**src/rtl/display_pkg.sv**
```systemverilog
// Shared types and constants for the two-digit 7-segment scan driver.
package display_pkg;

  typedef enum logic [1:0] {
    S_LEFT,
    S_BLANK_LR,
    S_RIGHT,
    S_BLANK_RL
  } scan_state_t;

  localparam logic [1:0] AN_LEFT   = 2'b10;
  localparam logic [1:0] AN_RIGHT  = 2'b01;
  localparam logic [1:0] AN_OFF    = 2'b00;
  localparam logic [6:0] SEG_BLANK = 7'h00;

  // Active-high anode pattern for a scan state; guard states keep both digits dark.
  function automatic logic [1:0] state_anode(input scan_state_t s);
    logic [1:0] a;
    a = AN_OFF;
    unique case (s)
      S_LEFT:  a = AN_LEFT;
      S_RIGHT: a = AN_RIGHT;
      default: a = AN_OFF;
    endcase
    return a;
  endfunction

endpackage

```
**src/rtl/module_tick_gen.sv**
```systemverilog
// Generic free-running divider: counts 0..DIV-1 and pulses tick on the last count.
// A synchronous restart forces the count back to 0 and suppresses that cycle's tick.
module module_tick_gen #(
  parameter int unsigned DIV = 2
) (
  input  logic clk,
  input  logic rst_n,
  input  logic restart,
  output logic tick
);

  localparam int unsigned    CNT_W    = (DIV > 1) ? $clog2(DIV) : 1;
  localparam logic [CNT_W-1:0] CNT_LAST = CNT_W'(DIV - 1);

  logic [CNT_W-1:0] cnt_q;

  // Divider counter: wraps straight to 0 after the last count, no overflow cycle.
  always_ff @(posedge clk or negedge rst_n) begin
    if (!rst_n) begin
      cnt_q <= '0;
    end else if (restart || (cnt_q == CNT_LAST)) begin
      cnt_q <= '0;
    end else begin
      cnt_q <= cnt_q + CNT_W'(1);
    end
  end

  assign tick = (cnt_q == CNT_LAST) && !restart;

endmodule

```
**src/rtl/module_display_scan.sv**
```systemverilog
// Time-multiplexed driver for two 7-segment digits: left shows the corrected word,
// right shows the error code. Blanking guards separate the digits to avoid ghosting,
// and the right digit blinks while a double error is flagged.
module module_display_scan
  import display_pkg::*;
#(
  parameter int unsigned CLK_HZ        = 27_000_000,
  parameter int unsigned REFRESH_HZ    = 1000,
  parameter int unsigned BLANK_CYCLES  = 270,
  parameter int unsigned BLINK_HZ      = 2,
  parameter bit          AN_ACTIVE_LOW = 1'b0
) (
  input  logic       clk,
  input  logic       rst_n,
  input  logic [6:0] seg_word,
  input  logic [6:0] seg_error,
  input  logic       error_doble,
  output logic [6:0] seg,
  output logic [1:0] an,
  output logic       frame_tick
);

  localparam int unsigned SLOT        = CLK_HZ / (2 * REFRESH_HZ);
  localparam int unsigned BLINK_HALF  = CLK_HZ / (2 * BLINK_HZ);
  localparam int unsigned SLOT_ACTIVE = SLOT - BLANK_CYCLES;
  localparam int unsigned CNT_MAX     = (SLOT_ACTIVE > BLANK_CYCLES) ?
                                        SLOT_ACTIVE - 1 : BLANK_CYCLES - 1;
  localparam int unsigned CNT_W       = (CNT_MAX > 0) ? $clog2(CNT_MAX + 1) : 1;

  localparam logic [CNT_W-1:0] ACTIVE_LAST = CNT_W'(SLOT_ACTIVE - 1);
  localparam logic [CNT_W-1:0] BLANK_LAST  = CNT_W'(BLANK_CYCLES - 1);
  localparam logic [1:0]       AN_MASK     = AN_ACTIVE_LOW ? 2'b11 : 2'b00;

  if (BLANK_CYCLES == 0 || BLANK_CYCLES >= SLOT) begin : g_bad_cfg
    $error("module_display_scan: BLANK_CYCLES must be in 1..SLOT-1");
  end

  // ---------------------------------------------------------------------------
  // Blink phase for the right digit
  // ---------------------------------------------------------------------------
  logic dbl_prev_q;
  logic blink_on_q;
  logic blink_wrap;
  logic dbl_rise;

  assign dbl_rise = error_doble && !dbl_prev_q;

  module_tick_gen #(
    .DIV(BLINK_HALF)
  ) u_blink_tick (
    .clk    (clk),
    .rst_n  (rst_n),
    .restart(dbl_rise),
    .tick   (blink_wrap)
  );

  // Blink phase: a fresh double error always starts with the digit visible.
  always_ff @(posedge clk or negedge rst_n) begin
    if (!rst_n) begin
      dbl_prev_q <= 1'b0;
      blink_on_q <= 1'b1;
    end else begin
      dbl_prev_q <= error_doble;
      if (dbl_rise) begin
        blink_on_q <= 1'b1;
      end else if (blink_wrap) begin
        blink_on_q <= !blink_on_q;
      end
    end
  end

  // ---------------------------------------------------------------------------
  // Scan FSM
  // ---------------------------------------------------------------------------
  scan_state_t      state_q;
  scan_state_t      state_next;
  logic [CNT_W-1:0] slot_cnt_q;
  logic [CNT_W-1:0] slot_last;
  logic [6:0]       word_q;
  logic [6:0]       err_q;
  logic             dbl_q;

  // Successor state and dwell length of the current state.
  always_comb begin
    state_next = state_q;
    slot_last  = BLANK_LAST;
    unique case (state_q)
      S_LEFT: begin
        state_next = S_BLANK_LR;
        slot_last  = ACTIVE_LAST;
      end
      S_BLANK_LR: begin
        state_next = S_RIGHT;
        slot_last  = BLANK_LAST;
      end
      S_RIGHT: begin
        state_next = S_BLANK_RL;
        slot_last  = ACTIVE_LAST;
      end
      S_BLANK_RL: begin
        state_next = S_LEFT;
        slot_last  = BLANK_LAST;
      end
      default: begin
        state_next = S_BLANK_RL;
        slot_last  = BLANK_LAST;
      end
    endcase
  end

  // State, input capture and registered outputs. Outputs are derived from the
  // current state register, so anode and segments change together one cycle
  // after each state change and an can never show both digits at once.
  always_ff @(posedge clk or negedge rst_n) begin
    if (!rst_n) begin
      state_q    <= S_BLANK_RL;
      slot_cnt_q <= '0;
      word_q     <= SEG_BLANK;
      err_q      <= SEG_BLANK;
      dbl_q      <= 1'b0;
      seg        <= SEG_BLANK;
      an         <= AN_OFF ^ AN_MASK;
      frame_tick <= 1'b0;
    end else begin
      an         <= state_anode(state_q) ^ AN_MASK;
      frame_tick <= 1'b0;
      unique case (state_q)
        S_LEFT: begin
          seg        <= word_q;
          frame_tick <= (slot_cnt_q == '0);
        end
        S_RIGHT: begin
          seg <= (blink_on_q || !dbl_q) ? err_q : SEG_BLANK;
        end
        default: begin
          seg <= SEG_BLANK;
        end
      endcase

      if (slot_cnt_q == slot_last) begin
        slot_cnt_q <= '0;
        state_q    <= state_next;
        // Inputs are latched only on slot entry so a digit never changes mid-slot.
        if (state_next == S_LEFT) begin
          word_q <= seg_word;
        end
        if (state_next == S_RIGHT) begin
          err_q <= seg_error;
          dbl_q <= error_doble;
        end
      end else begin
        slot_cnt_q <= slot_cnt_q + CNT_W'(1);
      end
    end
  end

endmodule

```
**config.mk**
```make
export PLATFORM = sky130hd
export DESIGN_NAME = module_display_scan
export DESIGN_NICKNAME = d
export VERILOG_FILES = /design/src/rtl/display_pkg.sv /design/src/rtl/module_tick_gen.sv /design/src/rtl/module_display_scan.sv
export SDC_FILE = /design/constraint.sdc
export NUM_CORES = 1
export LEC_CHECK = 0
export CAP_MARGIN = 20
export CORE_ASPECT_RATIO = 1.2
export CORE_UTILIZATION = 30
export CTS_CLUSTER_DIAMETER = 200
export CTS_CLUSTER_SIZE = 10
export DETAILED_ROUTE_END_ITERATION = 12
export PLACE_DENSITY_LB_ADDON = 0.25
export SYNTH_ARGS = -nofsm -noshare
export SYNTH_HDL_FRONTEND = slang
export SYNTH_HIERARCHICAL = 1
export SYNTH_SLANG_ARGS = --single-unit
```
**constraint.sdc**
```tcl
create_clock -name clk -period 2.2 [get_ports clk]
set_input_delay 0.22 -clock clk [delete_from_list [all_inputs] [get_ports clk]]
set_output_delay 0.22 -clock clk [all_outputs]
set_load 0.05 [all_outputs]
```
* Yosys cells after proc, flatten, opt, wreduce, memory -nomap -nowiden
Cells that the tools add are included.
** Operators by class
- Equality and inequality tests :: 6
- Multiplexer cells :: 10
- Reduce and logical (&&, ||, !) cells :: 16
- $add $sub $neg :: 2
** Operators by type and width (number)
- $pmux 14 s2 :: 1
- $add 23x1->23 const B :: 1
- $eq 23x23->1 const B :: 1
- $mux 23 :: 1
- $add 14x1->14 const B :: 1
- $eq 14x14->1 :: 1
- $logic_not 14->1 :: 1
- $mux 14 :: 1
- $pmux 7 s2 :: 1
- $pmux 2 s4 :: 1
- $mux 7 :: 1
- $eq 2x2->1 const B :: 3
- $logic_not 1->1 :: 4
- $logic_not 2->1 :: 2
- $pmux 2 s2 :: 1
- $reduce_and 2->1 :: 2
- $reduce_or 2->1 :: 2
- $mux 1 :: 3
- $eq 2x1->1 const B :: 1
- $logic_and 1x1->1 :: 2
- $logic_or 1x1->1 :: 2
- $reduce_bool 2->1 :: 1
** Storage, ports and cells
- Flip-flop bits (word level) :: 66
- Output and inout port bits :: 10

* Longest topological paths before layout
Gate-level depths: netlist of the first run.
- Depth after elaboration :: 6
- Depth in mapped cells :: 7
- Depth with buffers taken out :: 7

* Cells and area by module
Netlist of the first run, hierarchy kept.
** By module, submodules not included
- module_display_scan :: area an instance 1933.1 sq um, cells each 151, seq. area each 1079.8 sq um, times used 1
- module_tick_gen :: area an instance 1261.2 sq um, cells each 128, seq. area each 575.6 sq um, times used 1

* Worst setup path after synthesis of the first run
OpenSTA, ideal clock, no wires.
- Path kind :: reg-to-reg
- Start point :: reg slot_cnt_q[6]
- End point :: reg dbl_q
- Setup slack :: 0.440 ns
- Arrival :: 1.635 ns
- Setup time :: 0.125 ns
- Data required time :: 2.075 ns
- Stages on the path, launching flop included :: 5
- Clock period less this slack :: 1.760 ns
- Cells stage by stage :: dfrtp_1 > or4_4 > nor2_8 > o211ai_4 > mux2_4
** Between the ends
- Longest elaborated chain between the ends :: 2
** Ends and longest elaborated chain
- start: declaration :: RTL line module_display_scan.sv:77 : logic [CNT_W-1:0] slot_cnt_q;
- start signal: assignment :: RTL line module_display_scan.sv:152 : slot_cnt_q <= slot_cnt_q + CNT_W'(1);
- $eq 14x14->1 :: RTL line module_display_scan.sv:140 : if (slot_cnt_q == slot_last) begin
- $reduce_and 2->1 (no source line)
- end signal: assignment :: RTL line module_display_scan.sv:149 : dbl_q <= error_doble;
- end: declaration :: RTL line module_display_scan.sv:81 : logic dbl_q;
Every way passes these cells.
A chain may end at the register's enable or synchronous reset.

* Worst setup path after layout of the first run
- Start point :: reg slot_cnt_q[6]
- End point :: reg err_q[4]
** Between the ends
- Longest elaborated chain between the ends :: 2
** Ends and longest elaborated chain
- $eq 14x14->1 :: RTL line module_display_scan.sv:140
- $reduce_and 2->1 (no source line)
- end signal: assignment :: RTL line module_display_scan.sv:148 : err_q <= seg_error;
- end: declaration :: RTL line module_display_scan.sv:80 : logic [6:0] err_q;
Every way passes these cells.

==> results of run 1 <==
cells by family after synthesis:
kind of cell	count (synthesis)
muxes	16
DFF	66
buffers and inverters	18
adders and majority gates	8
and+or+nand+nor	117
xor gates and xnor gates	28
AOI/OAI and AO/OA	26
metal layers:
layer | vias to the layer above | wire [microns] | part of all wire [%] | GRT usage [%]
met5 | - | 0 | 0 | 0
met4 | 0 | 154 | 2.5 | 5.970
met3 | 12 | 142 | 2.3 | 2.976
met2 | 24 | 3147 | 51 | 20.95
met1 | 1082 | 2741 | 44 | 14.81
li1 | 1056 | - | - | -
worst register-to-register path, stage by stage (launching register included):
cell	delay (ns)
dfrtp_1	0.44
or4_4	0.59
nor2_8	0.18
o211ai_4	0.20
mux2_4	0.34
stage by stage:
step                      power, W  utilization [%]  area [sq um]  cells
after floorplan           0.001431                -          3194    279
after global placement    0.001517            35.46          3602    428
after detailed placement  0.001520            35.46          3602    428
after CTS                 0.002905            38.42          3904    445
after global routing      0.002966            38.42          3904    445
final                     0.002854            38.42          3904    445
Yosys cell counts (3+ instances only):
cell type  instances  share of area [%]
dfrtp_1           63                 49
nor2_1            34                4.0
xnor2_1           17                4.7
nand3_1           15                2.4
nand2_1           13                1.5
inv_1             11                1.3
nor3_1            11                1.7
xor2_1            11                3.0
nand4_1           10                2.0
ha_1               8                3.1
mux2_2             8                2.8
mux2_4             8                3.8
a22o_1             7                1.9
nor4_1             6                1.2
o21ai_0            6               0.94
a21oi_1            5               0.78
and3_1             4               0.78
and4_1             4                1.1
and4_4             4                1.4
or3_1              4               0.78
dfstp_2            3                2.5
flip-flops by register name (all words and copies together), names as in the netlist:
name and flops:
u_blink_tick/cnt_q 23, word_q 7, err_q 7, frame_tick 1, dbl_prev_q 1, blink_on_q 1, seg 7, state_q 2
an 2, slot_cnt_q 14, dbl_q 1
worst max path at each step:
stage / to / cells past startpoint / slack, ns / startpoint
finish: err_q[4] / 4 / 0.33 / slot_cnt_q[6]
CTS: dbl_q / 4 / 0.33 / slot_cnt_q[6]
global placement: err_q[0] / 4 / 0.38 / slot_cnt_q[4]
floorplan: dbl_q / 4 / 0.44 / slot_cnt_q[6]
detailed placement: err_q[4] / 4 / 0.34 / slot_cnt_q[4]
global route: err_q[6] / 4 / 0.28 / slot_cnt_q[4]
report_power, final:
group | internal, W | total [W] | switching [W]
combinational | 0.0000876 | 0.000179 | 0.0000915
sequential | 0.00126 | 0.00132 | 0.0000522
clock | 0.000825 | 0.00136 | 0.000534
layout make-up:
class / count / area, sq um / share of cell area, %
sequential: 66 / 1655 / 42.40
multi-input combinational: 195 / 1450 / 37.15
timing repair buffer: 31 / 307.8 / 7.885
clock buffer: 11 / 252.7 / 6.474
tap: 126 / 157.7 / 4.038
inverter: 11 / 41.29 / 1.058
clock inverter: 5 / 38.79 / 0.9936
repair_timing:
item,4_1_cts,5_1_grt
hold endpoints to repair,12,0
hold buffers,1,0
buffers inserted,0,0
==> metrics.txt, run 1 <==
Synth Area per Inst=11.45 sq um; final worst setup slack=0.3253 ns; Post-Syn Instances=279; nature of the critical path startpoint=register; Worst Hold Class=in2async; post-synthesis adder-cell area fraction=3.134%; total CTS buffers=9; post-synthesis mux area share=about 6.6%; period utilization=85.22%; Arr. time, crit path=2.08 ns; Rows=40; Root Driver=clkbuf_16; RSZ-0062 raised after global routing=no; DR vias=~2200; final WL=6.184 mm; FF-to-FF End=err_q[4]; nets@finish=between 300 and 400; global-route wire length before repair=~11 mm; vias in the first global route=between 2000 and 2500; Syn. warnings=6; cell area after synthesis=3194 sq um; Overall Global Routing Usage=12.47%; worst slack on hold paths=0.3344 ns; run status=complete, no violations; flop2flop setup slack=between 0.3 and 0.4 ns; setup TNS=0 ns; Synth Area in Simple Gates=roughly a fifth; routed vias/inst=4.885; RR Startpoint=slot_cnt_q[6]; grt total ovfl=0; Die Ht=115.0 microns; ys async rst share=100.0%; Max Cap Viol=0; CP endpoint kind=register; delay-heaviest family, CP=simple AND/OR/NAND/NOR gates; GP Congestion=0.7958; EDFF count, synth=0; Max Slew Vio Count=0; TritonCTS clock tree=done; Seq/Total Area, Yosys=51.82%; post-synth net total=304; Post-route DRC=0; Routed Antenna Nets=0; Crit Path Class=reg2reg; Buf/Inv on CP=0; Max H-tree Level=3; Synth Flop Type=dfrtp_1; deepest clock path buffer count=2; Slew headroom=65.15%; Setup Skew=0.004755 ns; clk_lat worst skew=0.32 ns; Layout fillers=994; Worst path max stage delay=0.59 ns; xor-xnor portion of the synthesized cell area=under 10%; Reg2Reg Depth=4; chip width=between 90 and 100 microns; Peak VDD IR=~0.27 mV; pwr/cell area=~730 nW/um^2; worst-path fanout max=8; drt pass-1 iters=4; CTS resizes=0; Clock transition at path regs=about 0.060 ns; Required @ worst endpoint=2.41 ns; most common cell after layout, fill and taps aside=dfrtp_1; crit-path cells=or4_4 > nor2_8 > o211ai_4 > mux2_4; routed length per instance=13.90 microns; main combinational cell family by area after synthesis=simple AND/OR/NAND/NOR gates; Top-Level Pins=27; share of layout cells above drive strength 1=16.93%; Netlist cell types=41; Leak=1.638 nW; n_diodes=0; Crit-path slowest cell=or4_4; die area=11070 sq um; Slew @ Worst Pin=0.5211 ns; final hold vios=0; Sinks on Clock Net=66; pre-CTS setup slack=0.3411 ns; Iter 0 DRT Violations=102; commonest non-fill, non-tap cells in the layout=dfrtp_1, nor2_1, clkdlybuf4s50_1; area grow syn2layout=22.21%; complex-gate fraction of the synthesized area=6.737%; largest net degree at the start of global routing=55; flops & latches, synth=66; initial antenna violation count=0; Highest Clock Rate=533.4 MHz; Initial Util=a little under a third; core area=10160 sq um; Tmin final=1.875 ns; final setup fails=0; placed wire-length estimate=4.254 mm; port buffer count=26
(Power assumes the default switching activity.)
==> run 2: changes to the inputs <==
REMOVE_ABC_BUFFERS = 1   (was unset)
clock period = 1.79 ns   (was 2.2 ns; I/O delays follow)
==> metrics.txt, run 2 (same netlist as run 1, synthesis figures left out) <==
top flop regs=u_blink_tick/cnt_q: 23 flops, slot_cnt_q: 14 flops; max reg flops=23; Overall Global Routing Usage=13.07%; Arr. time, crit path=1.96 ns; pwr/cell area=907.0 nW/um^2; Slew @ Worst Pin=0.7053 ns; routed length per instance=13.95 microns; FF-to-FF End=err_q[0]; core area=10160 sq um; grt total ovfl=0; commonest non-fill, non-tap cells in the layout=dfrtp_1, nor2_1, clkdlybuf4s50_1; fin cells=455; port buffer count=26; Highest Clock Rate=571.2 MHz; Layout fillers=a little under 1000; worst-path fanout max=8; period utilization=97.80%; Iter 0 DRT Violations=66; die area=11070 sq um; Tot Pwr=0.003620 W; sequential cell area=1655 sq um; GP Congestion=0.7326; TritonCTS clock tree=done; Crit Path Class=reg2reg; Reg2Reg Depth=4; Rows=40; most common cell after layout, fill and taps aside=dfrtp_1; final setup fails=0; CP endpoint kind=register; Cells after DPL=436; n_diodes=0; Slew headroom=52.88%; Initial Util=about a third; nature of the critical path startpoint=register; flop2flop setup slack=0.04 ns; routed vias/inst=4.868; multi-input logic area=1451 sq um; RR Startpoint=slot_cnt_q[10]; Peak VDD IR=0.5393 mV; DR vias=2215; Tmin final=approximately 1.8 ns; Die Ht=~120 microns; share of layout cells above drive strength 1=19.76%; Reg with most FFs=u_blink_tick/cnt_q; final hold vios=0; RSZ-0062 raised after global routing=yes; Required @ worst endpoint=about 2.0 ns; Max Cap Viol=0; nets@finish=about 350; chip width=96.20 microns; Max H-tree Level=3; Leak=1.706 nW; drt pass-1 iters=4; Max Slew Vio Count=0; Routed Antenna Nets=0; vias in the first global route=2276; Root Driver=clkbuf_16; Worst Hold Class=in2async; global-route wire length before repair=approximately 11 mm; Finished Core Util=39.29%; initial antenna violation count=0; clk_lat worst skew=0.33 ns; placed wire-length estimate=4.329 mm; Post-route DRC=0; final WL=6.347 mm; run status=complete, no violations; total CTS buffers=9; Top-Level Pins=27; deepest clock path buffer count=2; Setup Skew=0.01247 ns; Clock transition at path regs=around 0.060 ns; area grow syn2layout=24.95%; largest net degree at the start of global routing=67; Sinks on Clock Net=66
run 2: worst max-delay path, cell delays in order, from the launching register on:
cell      delay (ns)
dfrtp_1         0.38
or4_4           0.58
nor2_8          0.15
o211ai_4        0.18
mux2_4          0.34
run 2: per-stage QoR:
stage               setup WS [ns]  cell area (sq um)  hold WS, ns  TNS, ns
finish                    0.03940               3991       0.3665        0
detailed placement      0.0001092               3662       0.2264        0
global placement          0.03276               3662       0.2246        0
floorplan                 -0.1225               3147      -0.1166  -0.1225
CTS                      0.001894               3975       0.3908        0
global route             -0.01999               3991       0.3882  -0.1026
run 2: report_power, final:
group	switching (W)	total, W	internal [W]
logic	0.000116	0.000229	0.000112
clock network	0.000688	0.00178	0.00109
registers	0.0000637	0.00162	0.00155
run 2: what timing repair did:
item	in CTS	in global routing
endpoints found under the setup margin	4	8
resized for setup	0	1
buffers inserted	0	2
hold buffers	1	0
pin swaps	1	3
endpoints found under the hold margin	63	0
run 2: cell type report:
cell class / instances / area share (%)
flip-flops and latches: 66 / 41.47
repair buffers: 41 / 9.592
clock buffers: 9 / 5.643
inverters: 11 / 1.034
multi-input cells: 195 / 36.36
well taps: 126 / 3.950
clock inverters: 7 / 1.944
run 2: worst max path at each step:
stage,slack [ns],depth (start not counted),startpoint,end
after floorplan,-0.12,4,slot_cnt_q[6],state_q[1]
after global placement,0.03,4,slot_cnt_q[4],err_q[2]
after detailed placement,0.0001,4,slot_cnt_q[4],err_q[6]
after CTS,0.002,4,slot_cnt_q[4],err_q[0]
after global routing,-0.02,4,slot_cnt_q[10],err_q[5]
final,0.04,4,slot_cnt_q[10],err_q[0]
run 2: layer usage:
metal  part of all wire, %  up-vias  global-route usage, %
li1                      -     1080                      -
met1                    45     1101                  16.05
met2                    51       26                  21.51
met3                   2.6        8                  3.902
met4                   1.4        0                  4.776
met5                     0        -                      0
